===== src/rtl/iobuf_bidir_ctrl.sv =====
`timescale 1ns/1ps
`default_nettype none
// ============================================================================
//  Module   : iobuf_bidir_ctrl
//  Purpose  : Fabric-side controller for a bank of bidirectional pad buffers
//             (one IOBUF per bit). Turns a single-port write/read request
//             stream into per-bit PAD_T / PAD_I control and PAD_O capture.
//             Programmable turnaround guard cycles keep this end and the far
//             end from driving the shared lines at the same time.
//  Ports    : CLK, RST_N            - clock, async active-low reset
//             REQ_VALID/WRITE/DATA  - request stream (write drives, read samples)
//             REQ_READY             - request accepted on VALID & READY edge
//             RSP_VALID/RSP_DATA    - one-cycle pulse with captured pad data
//             PAD_I, PAD_T, PAD_O   - IOBUF I, T (1 = high-Z), O
//             BUS_DRIVEN            - this end is driving the bus (~PAD_T[0])
//  Revision : 1.0 - initial release
// ============================================================================
module iobuf_bidir_ctrl #(
    parameter int unsigned WIDTH        = 8,
    parameter int unsigned TURN_CYCLES  = 1,
    parameter int unsigned SAMPLE_DELAY = 1
) (
    input  logic             CLK,
    input  logic             RST_N,
    input  logic             REQ_VALID,
    input  logic             REQ_WRITE,
    input  logic [WIDTH-1:0] REQ_DATA,
    output logic             REQ_READY,
    output logic             RSP_VALID,
    output logic [WIDTH-1:0] RSP_DATA,
    output logic [WIDTH-1:0] PAD_I,
    output logic [WIDTH-1:0] PAD_T,
    input  logic [WIDTH-1:0] PAD_O,
    output logic             BUS_DRIVEN
);

    // One down-counter is shared by TURN and SAMPLE, so it is sized for the
    // longer of the two intervals.
    localparam int unsigned c_max_cycles =
        (TURN_CYCLES > SAMPLE_DELAY) ? TURN_CYCLES : SAMPLE_DELAY;
    localparam int unsigned c_cnt_w = $clog2(c_max_cycles + 1);

    // Counter is loaded with (N-1) on entry and the state exits on the edge
    // where it reads zero, giving exactly N cycles in the state.
    localparam logic [c_cnt_w-1:0] c_turn_load   = c_cnt_w'(TURN_CYCLES - 1);
    localparam logic [c_cnt_w-1:0] c_sample_load = c_cnt_w'(SAMPLE_DELAY - 1);
    localparam logic [c_cnt_w-1:0] c_cnt_one     = c_cnt_w'(1);

    typedef enum logic [1:0] {
        ST_IDLE   = 2'd0,
        ST_DRIVE  = 2'd1,
        ST_TURN   = 2'd2,
        ST_SAMPLE = 2'd3
    } state_t;

    state_t             r_state;
    logic [c_cnt_w-1:0] r_cnt;
    logic               r_pend_rd;
    logic               r_req_ready;
    logic               r_rsp_valid;
    logic [WIDTH-1:0]   r_rsp_data;
    logic [WIDTH-1:0]   r_pad_i;
    logic [WIDTH-1:0]   r_pad_t;

    state_t             w_state_nxt;
    logic [c_cnt_w-1:0] w_cnt_nxt;
    logic               w_pend_rd_nxt;
    logic               w_req_ready_nxt;
    logic               w_rsp_valid_nxt;
    logic [WIDTH-1:0]   w_rsp_data_nxt;
    logic [WIDTH-1:0]   w_pad_i_nxt;
    logic [WIDTH-1:0]   w_pad_t_nxt;
    logic               w_accept;

    // Acceptance uses the registered READY, which is only ever high in IDLE
    // and DRIVE, so a request can never land in TURN or SAMPLE.
    assign w_accept = REQ_VALID & r_req_ready;

    // ------------------------------------------------------------------------
    // Next-state and next-output logic
    // ------------------------------------------------------------------------
    always_comb begin
        w_state_nxt     = r_state;
        w_cnt_nxt       = r_cnt;
        w_pend_rd_nxt   = r_pend_rd;
        w_rsp_valid_nxt = 1'b0;
        w_rsp_data_nxt  = r_rsp_data;
        w_pad_i_nxt     = r_pad_i;

        case (r_state)
            ST_IDLE: begin
                if (w_accept) begin
                    if (REQ_WRITE) begin
                        w_state_nxt = ST_DRIVE;
                        w_pad_i_nxt = REQ_DATA;
                    end else begin
                        w_state_nxt = ST_SAMPLE;
                        w_cnt_nxt   = c_sample_load;
                    end
                end
            end

            ST_DRIVE: begin
                if (w_accept && REQ_WRITE) begin
                    // Back-to-back write: bus stays driven, data updates.
                    w_pad_i_nxt = REQ_DATA;
                end else begin
                    // Read or no request: release now and guard before the
                    // far end may drive.
                    w_state_nxt   = ST_TURN;
                    w_cnt_nxt     = c_turn_load;
                    w_pend_rd_nxt = w_accept;
                end
            end

            ST_TURN: begin
                if (r_cnt == '0) begin
                    if (r_pend_rd) begin
                        w_state_nxt = ST_SAMPLE;
                        w_cnt_nxt   = c_sample_load;
                    end else begin
                        w_state_nxt = ST_IDLE;
                    end
                end else begin
                    w_cnt_nxt = r_cnt - c_cnt_one;
                end
            end

            ST_SAMPLE: begin
                if (r_cnt == '0) begin
                    // Capture, then always guard so the far end can release.
                    w_rsp_data_nxt  = PAD_O;
                    w_rsp_valid_nxt = 1'b1;
                    w_pend_rd_nxt   = 1'b0;
                    w_state_nxt     = ST_TURN;
                    w_cnt_nxt       = c_turn_load;
                end else begin
                    w_cnt_nxt = r_cnt - c_cnt_one;
                end
            end

            default: begin
                w_state_nxt   = ST_IDLE;
                w_cnt_nxt     = '0;
                w_pend_rd_nxt = 1'b0;
            end
        endcase

        // Outputs are registered, so they are decoded from the next state.
        w_req_ready_nxt = (w_state_nxt == ST_IDLE) || (w_state_nxt == ST_DRIVE);
        w_pad_t_nxt     = {WIDTH{w_state_nxt != ST_DRIVE}};
    end

    // ------------------------------------------------------------------------
    // State and output registers
    // ------------------------------------------------------------------------
    always_ff @(posedge CLK or negedge RST_N) begin
        if (!RST_N) begin
            r_state     <= ST_IDLE;
            r_cnt       <= '0;
            r_pend_rd   <= 1'b0;
            r_req_ready <= 1'b0;
            r_rsp_valid <= 1'b0;
            r_rsp_data  <= '0;
            r_pad_i     <= '0;
            r_pad_t     <= '1;
        end else begin
            r_state     <= w_state_nxt;
            r_cnt       <= w_cnt_nxt;
            r_pend_rd   <= w_pend_rd_nxt;
            r_req_ready <= w_req_ready_nxt;
            r_rsp_valid <= w_rsp_valid_nxt;
            r_rsp_data  <= w_rsp_data_nxt;
            r_pad_i     <= w_pad_i_nxt;
            r_pad_t     <= w_pad_t_nxt;
        end
    end

    assign REQ_READY  = r_req_ready;
    assign RSP_VALID  = r_rsp_valid;
    assign RSP_DATA   = r_rsp_data;
    assign PAD_I      = r_pad_i;
    assign PAD_T      = r_pad_t;
    assign BUS_DRIVEN = ~r_pad_t[0];

endmodule
`default_nettype wire

===== config.mk =====
export PLATFORM = sky130hd
export DESIGN_NAME = iobuf_bidir_ctrl
export DESIGN_NICKNAME = d
export VERILOG_FILES = /design/src/rtl/iobuf_bidir_ctrl.sv
export SDC_FILE = /design/constraint.sdc
export NUM_CORES = 1
export LEC_CHECK = 0
export CORE_ASPECT_RATIO = 0.75
export CORE_MARGIN = 2
export CORE_UTILIZATION = 33
export DETAILED_ROUTE_END_ITERATION = 6
export GPL_TIMING_DRIVEN = 1
export HOLD_SLACK_MARGIN = 0.02
export PLACE_DENSITY = 0.79
export SYNTH_ARGS = -nofsm -noshare
export SYNTH_HDL_FRONTEND = slang
export SYNTH_SLANG_ARGS = --single-unit

===== constraint.sdc =====
create_clock -name CLK -period 1 [get_ports CLK]
set_input_delay 0.2 -clock CLK [delete_from_list [all_inputs] [get_ports CLK]]
set_output_delay 0.2 -clock CLK [all_outputs]
set_load 0.03 [all_outputs]

==> key figures, run 1 <==
Outcome
  • Status: finished, violations left
  • Failing checks: setup timing

Timing
  • Hold Slack: ~240 ps
  • Final slew viol count: 0
  • Relative slew margins: between 80% and 90%
  • Final setup fails: 47
  • Worst-margin pin slew: approximately 290 ps
  • Fin crit period: 1430 ps
  • Setup TNS after final layout: -7060 ps
  • RSZ-0062 raised after global routing: true
  • Final WS setup: -432 ps
  • Fmax: 0.698 GHz
  • Final Hold Fails: 0
  • Final period util: 143%
  • Clock Skew: 8.78 ps

Synth
  • Async S/R FF share, synth: 100%
  • Sequential cell area fraction in the yosys report: slightly above 60%
  • Post-Synthesis Cells: 58
  • Synth unique cells: 14
  • Flip-flop and latch count after synthesis: 22
  • Top_reg_cell synth: dfrtp_1
  • Synth Area per Inst: 15.3 um2
  • Synthesized cell area: 888 um2
  • Synth area leaders: dfrtp_1 59%, mux2_2 22%, buf_4 5.9%, dfstp_2 3.0%, nand4b_4 2.7%
  • Post-synth EDFFs: 0
  • Count leader, synth: dfrtp_1
  • Commonest cells in the netlist: 21 x dfrtp_1, 17 x mux2_2, 7 x buf_4, 3 x inv_1
  • Synth area leader: dfrtp_1
  • Synth Warn #: 0
  • Post-Syn Nets: 78
  • Top-area cell type share of the netlist area: approximately three fifths

Layout
  • Share of cells above drive strength 1: 63.5%
  • Finished Layout Cells: ~150
  • ANT cells: 0
  • Final Cell Area: 1660 um2
  • Layout fillers: 175
  • Area grow syn2layout: 87.0%
  • Fin util: between 60 and 70%
  • # nets final: about 140

Route
  • Routed Antenna Nets: 0
  • Drt pass-1 iters: 2
  • Vias per std cell: 4.52
  • DRC Markers: 0
  • Routed via count: a little under 700
  • Starting DRT DRC Count: 8
  • WL per Instance: 15.1 um
  • Total Wirelength: 2280 um

Floorplanning
  • Die extent in x: 63.9 um
  • DIE AREA: 3130 um2
  • IO Pins: 47
  • CORE AREA: approximately 2600 um2
  • FP Rows: 16
  • Die Ht: 48.9 um
  • Initial Utilization: 34.4%

Clocking
  • Reg clk slew, reported paths: 120 ps
  • CTS HTree Levels: 1
  • Hold-fix buffer count after cts: 0
  • TritonCTS Sinks: 22
  • Clk Latency, worst-skew pair: 300 ps
  • CTS buffer count: 3
  • Clk buf depth: 2
  • CTS tree: built
  • Root buf cell: clkbuf_4

GRT
  • First-pass GRT wire length: 3530 um
  • Initial antenna violation count: 0
  • Pin count of the biggest net entering global routing: 23
  • Number of global-route vias before repair: 709
  • GRT Resource Usage Total: 15.0%
  • GR Overflow Total: 0

Setup path
  • CP arrival: 1230 ps
  • Critical path peak fanout: 8
  • Endpoint class of the critical path: output port
  • Crit path kind: flop to output port
  • R2R depth: 2
  • Worst Path Required: 800 ps
  • Setup crit start kind: flop

Power
  • Pleak: ~0.81 nW
  • Design Power: between 5 and 6 mW
  • Worst vdd ir: 0.000982 V
  • Power Dens Cells: 3370 nW/um2

Placed design
  • Placed insts: 138
  • Detailed placement HPWL: 1370 um
  • Global placer's final weighted congestion: ~0.57
  • Post-DP Area: between 1000 and 1500 um2
  • IO Port Bufs: 46
  • DP Worst Slack: -431 ps

Hold path
  • Worst min path class: primary input to asynchronous set/reset pin

Run
  • Max-Cap Viols: 0
==> kinds of logic (layout without fill, tap and decap cells) <==
logic type	Yosys count	count (layout)	share of synthesized area [%]
buffers and inverters	10	65	7.18
multiplexers	18	18	22.7
flip-flops	22	22	62.1
AO/OA/AOI/OAI	3	3	2.68
AND/OR/NAND/NOR	5	7	5.35
==> report_power, final <==
part           leakage [nW]  internal (mW)  switching [mW]
clock                0.0279          0.405           0.261
sequential            0.258           1.34           0.424
combinational         0.526           1.72            1.45
total                 0.811           3.46            2.14
==> metal layers <==
layer	vias to the layer above	share of wire [%]	track usage, %	wire [um]
li1	311	-	-	-
met1	347	40	17.8	915
met2	23	55	27.4	1250
met3	2	4.0	1.62	92
met4	0	0.96	6.52	22
met5	-	0	0	0
==> state kept, by name, summed over array words and instances (netlist names) <==
name / cells
PAD_I: 8
PAD_T: 1
REQ_READY: 1
RSP_DATA: 8
RSP_VALID: 1
r_pend_rd: 1
r_state: 2
==> critical path, stage by stage, from the launching register on <==
cell,delay (ps)
dfstp_4,660
buf_8,140
buf_6,140
==> cells in the final DEF, fill, tap and decap left out <==
cell | Yosys | layout
buf_8 | 0 | 1
o22ai_2 | 0 | 1
dfrtp_2 | 0 | 3
nand3b_1 | 1 | 1
buf_4 | 7 | 8
dfrtp_1 | 21 | 18
inv_4 | 0 | 1
a2bb2oi_2 | 0 | 1
clkbuf_4 | 0 | 3
buf_6 | 0 | 29
mux2_2 | 17 | 7
nand4b_4 | 1 | 2
nand2_8 | 0 | 1
nor2b_4 | 0 | 1
inv_1 | 3 | 2
a21o_2 | 1 | 1
bufinv_16 | 0 | 1
nand2_4 | 0 | 1
mux2i_1 | 1 | 1
clkdlybuf4s50_1 | 0 | 19
buf_12 | 0 | 1
nand2_1 | 1 | 1
dfstp_4 | 0 | 1
mux2_4 | 0 | 10
==> final timing paths <==
check                                 from          end  slack [ps]
worst max register to register  r_state[1]     PAD_I[0]        -190
min in group CLK                  PAD_O[1]  RSP_DATA[1]         500
worst min-delay path                 RST_N    r_pend_rd         240
max in group asynchronous            RST_N     PAD_T[0]         540
worst min register to register    PAD_I[6]     PAD_I[6]         540
worst max-delay path              PAD_T[0]     PAD_T[3]        -430
==> timing repair <==
item                       in CTS  in global routing
setup endpoints to repair      47                 47
gates resized for setup        49                  7
pin swaps                       2                  1
buffers inserted                2                  5
gates cloned                    2                  0
==> final cells by class <==
cell class	count	area, um2	share of cell area, %
Timing Repair Buffer	58	612	36.8
Inverter	3	13.8	0.828
Tap cell	36	45.0	2.71
Clock buffer	3	22.5	1.36
Clock inverter	1	30.0	1.81
Sequential cell	22	559	33.7
Multi-Input combinational cell	28	379	22.8
Note: power is estimated with default switching activity, not from simulation.
==> inputs of run 2 (changes only) <==
Settings changed: REMOVE_ABC_BUFFERS set to 1, SKIP_CTS_REPAIR_TIMING set to 1.
==> run 2 against run 1 <==
Net effect:
- the flow still finishes with violations (setup timing)
- die area is the same
- combinational power about the same
- hold slack worse by 5.5 ps
- clock skew decreased by 1.5 ps
- first-iteration DRC count increased to 3.8 times the previous value
- sequential share of layout area is 0.23 points higher
- flip-flop and latch count stayed put
- clock-buffer cell count increased by 1
- sequential power hardly changed
- critical path depth unchanged
- power decreased by 3.4%
- critical endpoint unchanged
- largest cell class unchanged
- highest routed layer unchanged
==> key figures, run 2 (same netlist as run 1, synthesis figures left out) <==
Outcome
  • Status: finished, violations left
  • Failing checks: setup timing

Timing
  • Final WS setup: -344 ps (+88.0 ps)
  • Relative slew margins: 83.3% (+2.5 points)
  • RSZ-0062 raised after global routing: true
  • Fin crit period: 1340 ps (-88.0 ps)
  • Fmax: 0.744 GHz (+6.5%)
  • Setup TNS after final layout: -6200 ps (+863 ps)
  • Worst-margin pin slew: 250 ps (-37.8 ps)
  • Final Hold Fails: 0 (unchanged)
  • Final slew viol count: 0 (unchanged)
  • Clock Skew: 7.26 ps (-1.52 ps)
  • Final period util: 134% (-8.8 points)
  • Final setup fails: 48 (+2.1%)

GRT
  • Initial antenna violation count: 0 (unchanged)
  • GR Overflow Total: 0 (unchanged)
  • Number of global-route vias before repair: 607 (-14%)
  • First-pass GRT wire length: 2730 um (-22%)
  • Pin count of the biggest net entering global routing: 23 (unchanged)
  • GRT Resource Usage Total: 11.4% (-3.6 points)

Placed design
  • Global placer's final weighted congestion: 0.669 (+17%)
  • IO Port Bufs: 46 (unchanged)
  • Placed insts: 138 (unchanged)
  • Post-DP Area: 1330 um2 (-0.84%)
  • Detailed placement HPWL: 1320 um (-3.6%)

Route
  • DRC Markers: 0 (unchanged)
  • Routed via count: 712 (+4.2%)
  • WL per Instance: 14.8 um (-2.0%)
  • Routed Antenna Nets: 0 (unchanged)
  • Total Wirelength: 2310 um (+1.2%)
  • Drt pass-1 iters: 5 (+3)
  • Starting DRT DRC Count: 30 (+22)
  • Vias per std cell: 4.56 (+0.90%)

Clocking
  • CTS HTree Levels: 1 (unchanged)
  • Root buf cell: clkbuf_4
  • Clk buf depth: 2 (unchanged)
  • Clk Latency, worst-skew pair: 310 ps (about the same)
  • CTS tree: built
  • CTS buffer count: 3 (unchanged)
  • TritonCTS Sinks: 22 (unchanged)
  • Reg clk slew, reported paths: 120 ps (about the same)

Floorplanning
  • Initial Utilization: 34.4% (unchanged)
  • DIE AREA: 3130 um2 (unchanged)
  • FP Rows: 16 (unchanged)
  • Die Ht: 48.9 um (unchanged)
  • CORE AREA: 2580 um2 (unchanged)
  • IO Pins: 47 (unchanged)
  • Die extent in x: 63.9 um (unchanged)

Setup path
  • Worst Path Required: 800 ps (about the same)
  • Setup crit start kind: flop
  • Crit path kind: flop to output port
  • Critical path peak fanout: 6 (-2)
  • CP arrival: 1140 ps (-90 ps)
  • Endpoint class of the critical path: output port
  • Critical Path Source: PAD_T[0]
  • Origin of the critical flop-to-flop path: r_state[1]

Layout
  • Most frequent cells in the layout: 28 x buf_6, 19 x clkdlybuf4s50_1, 18 x dfrtp_1
  • Final Cell Area: 1640 um2 (-1.4%)
  • # nets final: 141 (+3.7%)
  • Area grow syn2layout: 84.5%
  • Finished Layout Cells: 156 (+3.3%)
  • ANT cells: 0 (unchanged)
  • Fin util: 63.5% (-0.87 points)
  • Layout fillers: 167 (-4.6%)
  • Most common cell after layout, fill and taps aside: buf_6
  • Share of cells above drive strength 1: 63.3% (-0.14 points)

Hold path
  • Worst min path class: primary input to asynchronous set/reset pin

Power
  • Worst vdd ir: 0.000893 V (-9.1%)
  • Pleak: 0.814 nW (+0.35%)
  • Power Dens Cells: 3300 nW/um2 (-2.1%)

Run
  • Max-Cap Viols: 0 (unchanged)
-- run 2: area by class of cell --
class                           count  area [um2]  share of cell area (%)
Clock buffer                        4        36.3                    2.21
Inverter                            3        11.3                   0.687
Multi-Input combinational cell     28         355                    21.7
Sequential cell                    22         556                    33.9
Tap cell                           36        45.0                    2.75
Timing Repair Buffer               63         636                    38.8
-- run 2: critical path: stages (launching register included) --
cell	delay, ps
dfstp_2	570
buf_6	130
buf_6	130
-- run 2: worst paths after layout --
path	to	slack (ps)	depth (start not counted)
max reg2reg	PAD_I[3]	-160	2
max in group asynchronous	PAD_T[0]	540	2
min reg2reg	PAD_I[6]	540	1
max	PAD_T[3]	-340	2
min in group CLK	RSP_DATA[5]	500	2
min	RSP_DATA[4]	230	2
-- run 2: report_power, final --
group | internal, mW | leakage [nW] | switching, mW
registers | 1.33 | 0.258 | 0.424
clock network | 0.223 | 0.0210 | 0.267
logic | 1.72 | 0.535 | 1.44
-- run 2: stage by stage --
| stage | worst slack, ps | hold slack [ps] | total power, mW |
|---|---|---|---|
| floorplan | -890 | -95.6 | 3.00 |
| global placement | -359 | 489 | 3.90 |
| detailed placement | -406 | 495 | 3.98 |
| CTS | -719 | 234 | 4.45 |
| global route | -396 | 228 | 5.64 |
| finish | -344 | 230 | 5.40 |
-- run 2: routing by layer --
metal  global-route usage [%]  vias up  routed length (um)
li1                         -      322                   -
met3                     5.08        4                 171
met4                     5.43        0                  12
met5                        0        -                   0
met2                     19.3       36                1130
met1                     12.2      350                 995
==> inputs of run 3 (changes only) <==
Settings changed: CORE_ASPECT_RATIO 0.75 to 1.25, PLACE_DENSITY 0.79 to 0.76.
Clock period 1 ns to 1.5 ns, I/O delays scaled along.
==> run 3 against run 2 <==
Net effect:
- hold slack improved by 100 ps
- flip-flop and latch count unchanged
- combinational power shrank 48%
- global-route usage decreased by 0.43 points
- power fell by 46%
- via count fell by 12%
- final area decreased by 13%
- critical path type unchanged
- the run now ends clean
- sequential share of layout area up 4.7 points
==> key figures, run 3 (same netlist as run 1, synthesis figures left out) <==
Outcome
  • Status: completed

Timing
  • RSZ-0062 raised after global routing: false
  • Final slew viol count: 0 (unchanged)
  • Setup TNS after final layout: 0 ps (+6200 ps)
  • Worst-margin pin slew: 338 ps (+87.4 ps)
  • Final Hold Fails: 0 (unchanged)
  • Relative slew margins: 77.4% (-5.8 points)
  • Final setup fails: 0 (-100%)
  • Final period util: 95.5%
  • Fmax: 0.698 GHz
  • Hold Slack: 333 ps (+103 ps)
  • Clock Skew: 3.27 ps (-3.99 ps)
  • Final WS setup: 67.1 ps (+411 ps)
  • Fin crit period: 1430 ps

Placed design
  • Global placer's final weighted congestion: 0.669 (about the same)
  • Placed insts: 136 (-1.4%)
  • Detailed placement HPWL: 1320 um (-0.29%)
  • IO Port Bufs: 46 (unchanged)
  • DP Worst Slack: -3.95 ps (+402 ps)
  • Post-DP Area: 1360 um2 (+2.3%)

Clocking
  • Reg clk slew, reported paths: 110 ps (about the same)
  • Clk buf depth: 2 (unchanged)
  • CTS tree: built
  • TritonCTS Sinks: 22 (unchanged)
  • Root buf cell: clkbuf_4
  • CTS HTree Levels: 1 (unchanged)
  • CTS buffer count: 3 (unchanged)
  • Clk Latency, worst-skew pair: 290 ps (-20 ps)

Layout
  • Area grow syn2layout: 61.0%
  • Most common cell after layout, fill and taps aside: dfrtp_1
  • ANT cells: 0 (unchanged)
  • Final Cell Area: 1430 um2 (-13%)
  • # nets final: 127 (-9.9%)
  • Layout fillers: 229 (+37%)
  • Share of cells above drive strength 1: 34.9% (-28 points)
  • Finished Layout Cells: 140 (-10%)
  • Most frequent cells in the layout: 21 x dfrtp_1, 19 x clkdlybuf4s50_1, 19 x dlymetal6s2s_1

Floorplanning
  • FP Rows: 21 (+5)
  • DIE AREA: 3130 um2 (about the same)
  • Die Ht: 62.0 um (+27%)
  • Die extent in x: 50.4 um (-21%)
  • IO Pins: 47 (unchanged)
  • Initial Utilization: 33.8% (-0.59 points)
  • CORE AREA: 2630 um2 (+1.7%)

Setup path
  • Endpoint class of the critical path: output port
  • Critical path peak fanout: 8 (+2)
  • CP arrival: 1130 ps (about the same)
  • Crit path kind: flop to output port
  • Setup crit start kind: flop
  • Worst Path Required: 1200 ps (+400 ps)

GRT
  • GR Overflow Total: 0 (unchanged)
  • First-pass GRT wire length: 2550 um (-6.8%)
  • Pin count of the biggest net entering global routing: 23 (unchanged)
  • GRT Resource Usage Total: 11.0% (-0.43 points)
  • Number of global-route vias before repair: 615 (+1.3%)
  • Initial antenna violation count: 0 (unchanged)

Route
  • Routed via count: 626 (-12%)
  • Routed Antenna Nets: 0 (unchanged)
  • Starting DRT DRC Count: 5 (-83%)
  • Drt pass-1 iters: 3 (-2)
  • Total Wirelength: 1770 um (-24%)
  • DRC Markers: 0 (unchanged)
  • WL per Instance: 12.6 um (-15%)
  • Vias per std cell: 4.47 (-2.0%)

Run
  • Max-Cap Viols: 0 (unchanged)

Power
  • Pleak: 0.811 nW (-0.36%)
  • Worst vdd ir: 0.000986 V (+11%)
  • Power Dens Cells: 2050 nW/um2 (-38%)

Hold path
  • Worst min path class: primary input to asynchronous set/reset pin
-- run 3: cell count changes in the layout (fill, tap and decap cells not counted), sizes merged --
| cell | previous run | this run |
|---|---|---|
| buf | 44 | 13 |
| dlymetal6s2s | 0 | 19 |
| nand4b | 2 | 1 |
| nand2 | 3 | 2 |
-- run 3: report_power, final --
part           total [mW]  switching (mW)  internal [mW]
Clock               0.265           0.162          0.103
Sequential           1.02           0.146          0.877
Combinational        1.64           0.871          0.770
-- run 3: worst max-delay path, cell delays in order (launching register included) --
cell	delay, ps
dfstp_2	540
buf_4	140
buf_4	160
-- run 3: per-layer routing --
layer | wire length, um | vias to the layer above | GRT usage [%] | share of wire [%]
met5 | 0 | - | 0 | 0
met2 | 971 | 27 | 21.2 | 55
met4 | 26 | 0 | 5.79 | 1.5
met1 | 627 | 308 | 11.1 | 35
li1 | - | 289 | - | -
met3 | 141 | 2 | 2.63 | 8.0
-- run 3: final cells by class --
cell class / count / area [um2] / share of cell area (%)
repair buffers: 51 / 526 / 36.7
multi-input cells: 26 / 273 / 19.1
inverters: 3 / 11.3 / 0.787
well taps: 34 / 42.5 / 2.97
flip-flops and latches: 22 / 552 / 38.6
clock buffers: 4 / 26.3 / 1.84
-- run 3: through the flow --
stage,power (mW),util [%]
3_5_place_dp,2.74,51.6
2_1_floorplan,2.00,-
3_3_place_gp,2.70,51.6
4_1_cts,3.02,52.6
5_1_grt,3.10,54.4
6_report,2.93,54.4
-- run 3: final timing paths --
kind / slack [ps] / depth (start not counted) / end / from
setup / recovery: 70 / 2 / PAD_T[6] / PAD_T[0]
hold reg to reg: 510 / 1 / PAD_I[3] / PAD_I[3]
min in group CLK: 510 / 1 / PAD_I[3] / PAD_I[3]
hold / removal: 330 / 2 / RSP_VALID / RST_N
max in group asynchronous: 890 / 2 / PAD_T[0] / RST_N
setup reg to reg: 330 / 3 / PAD_I[1] / REQ_READY
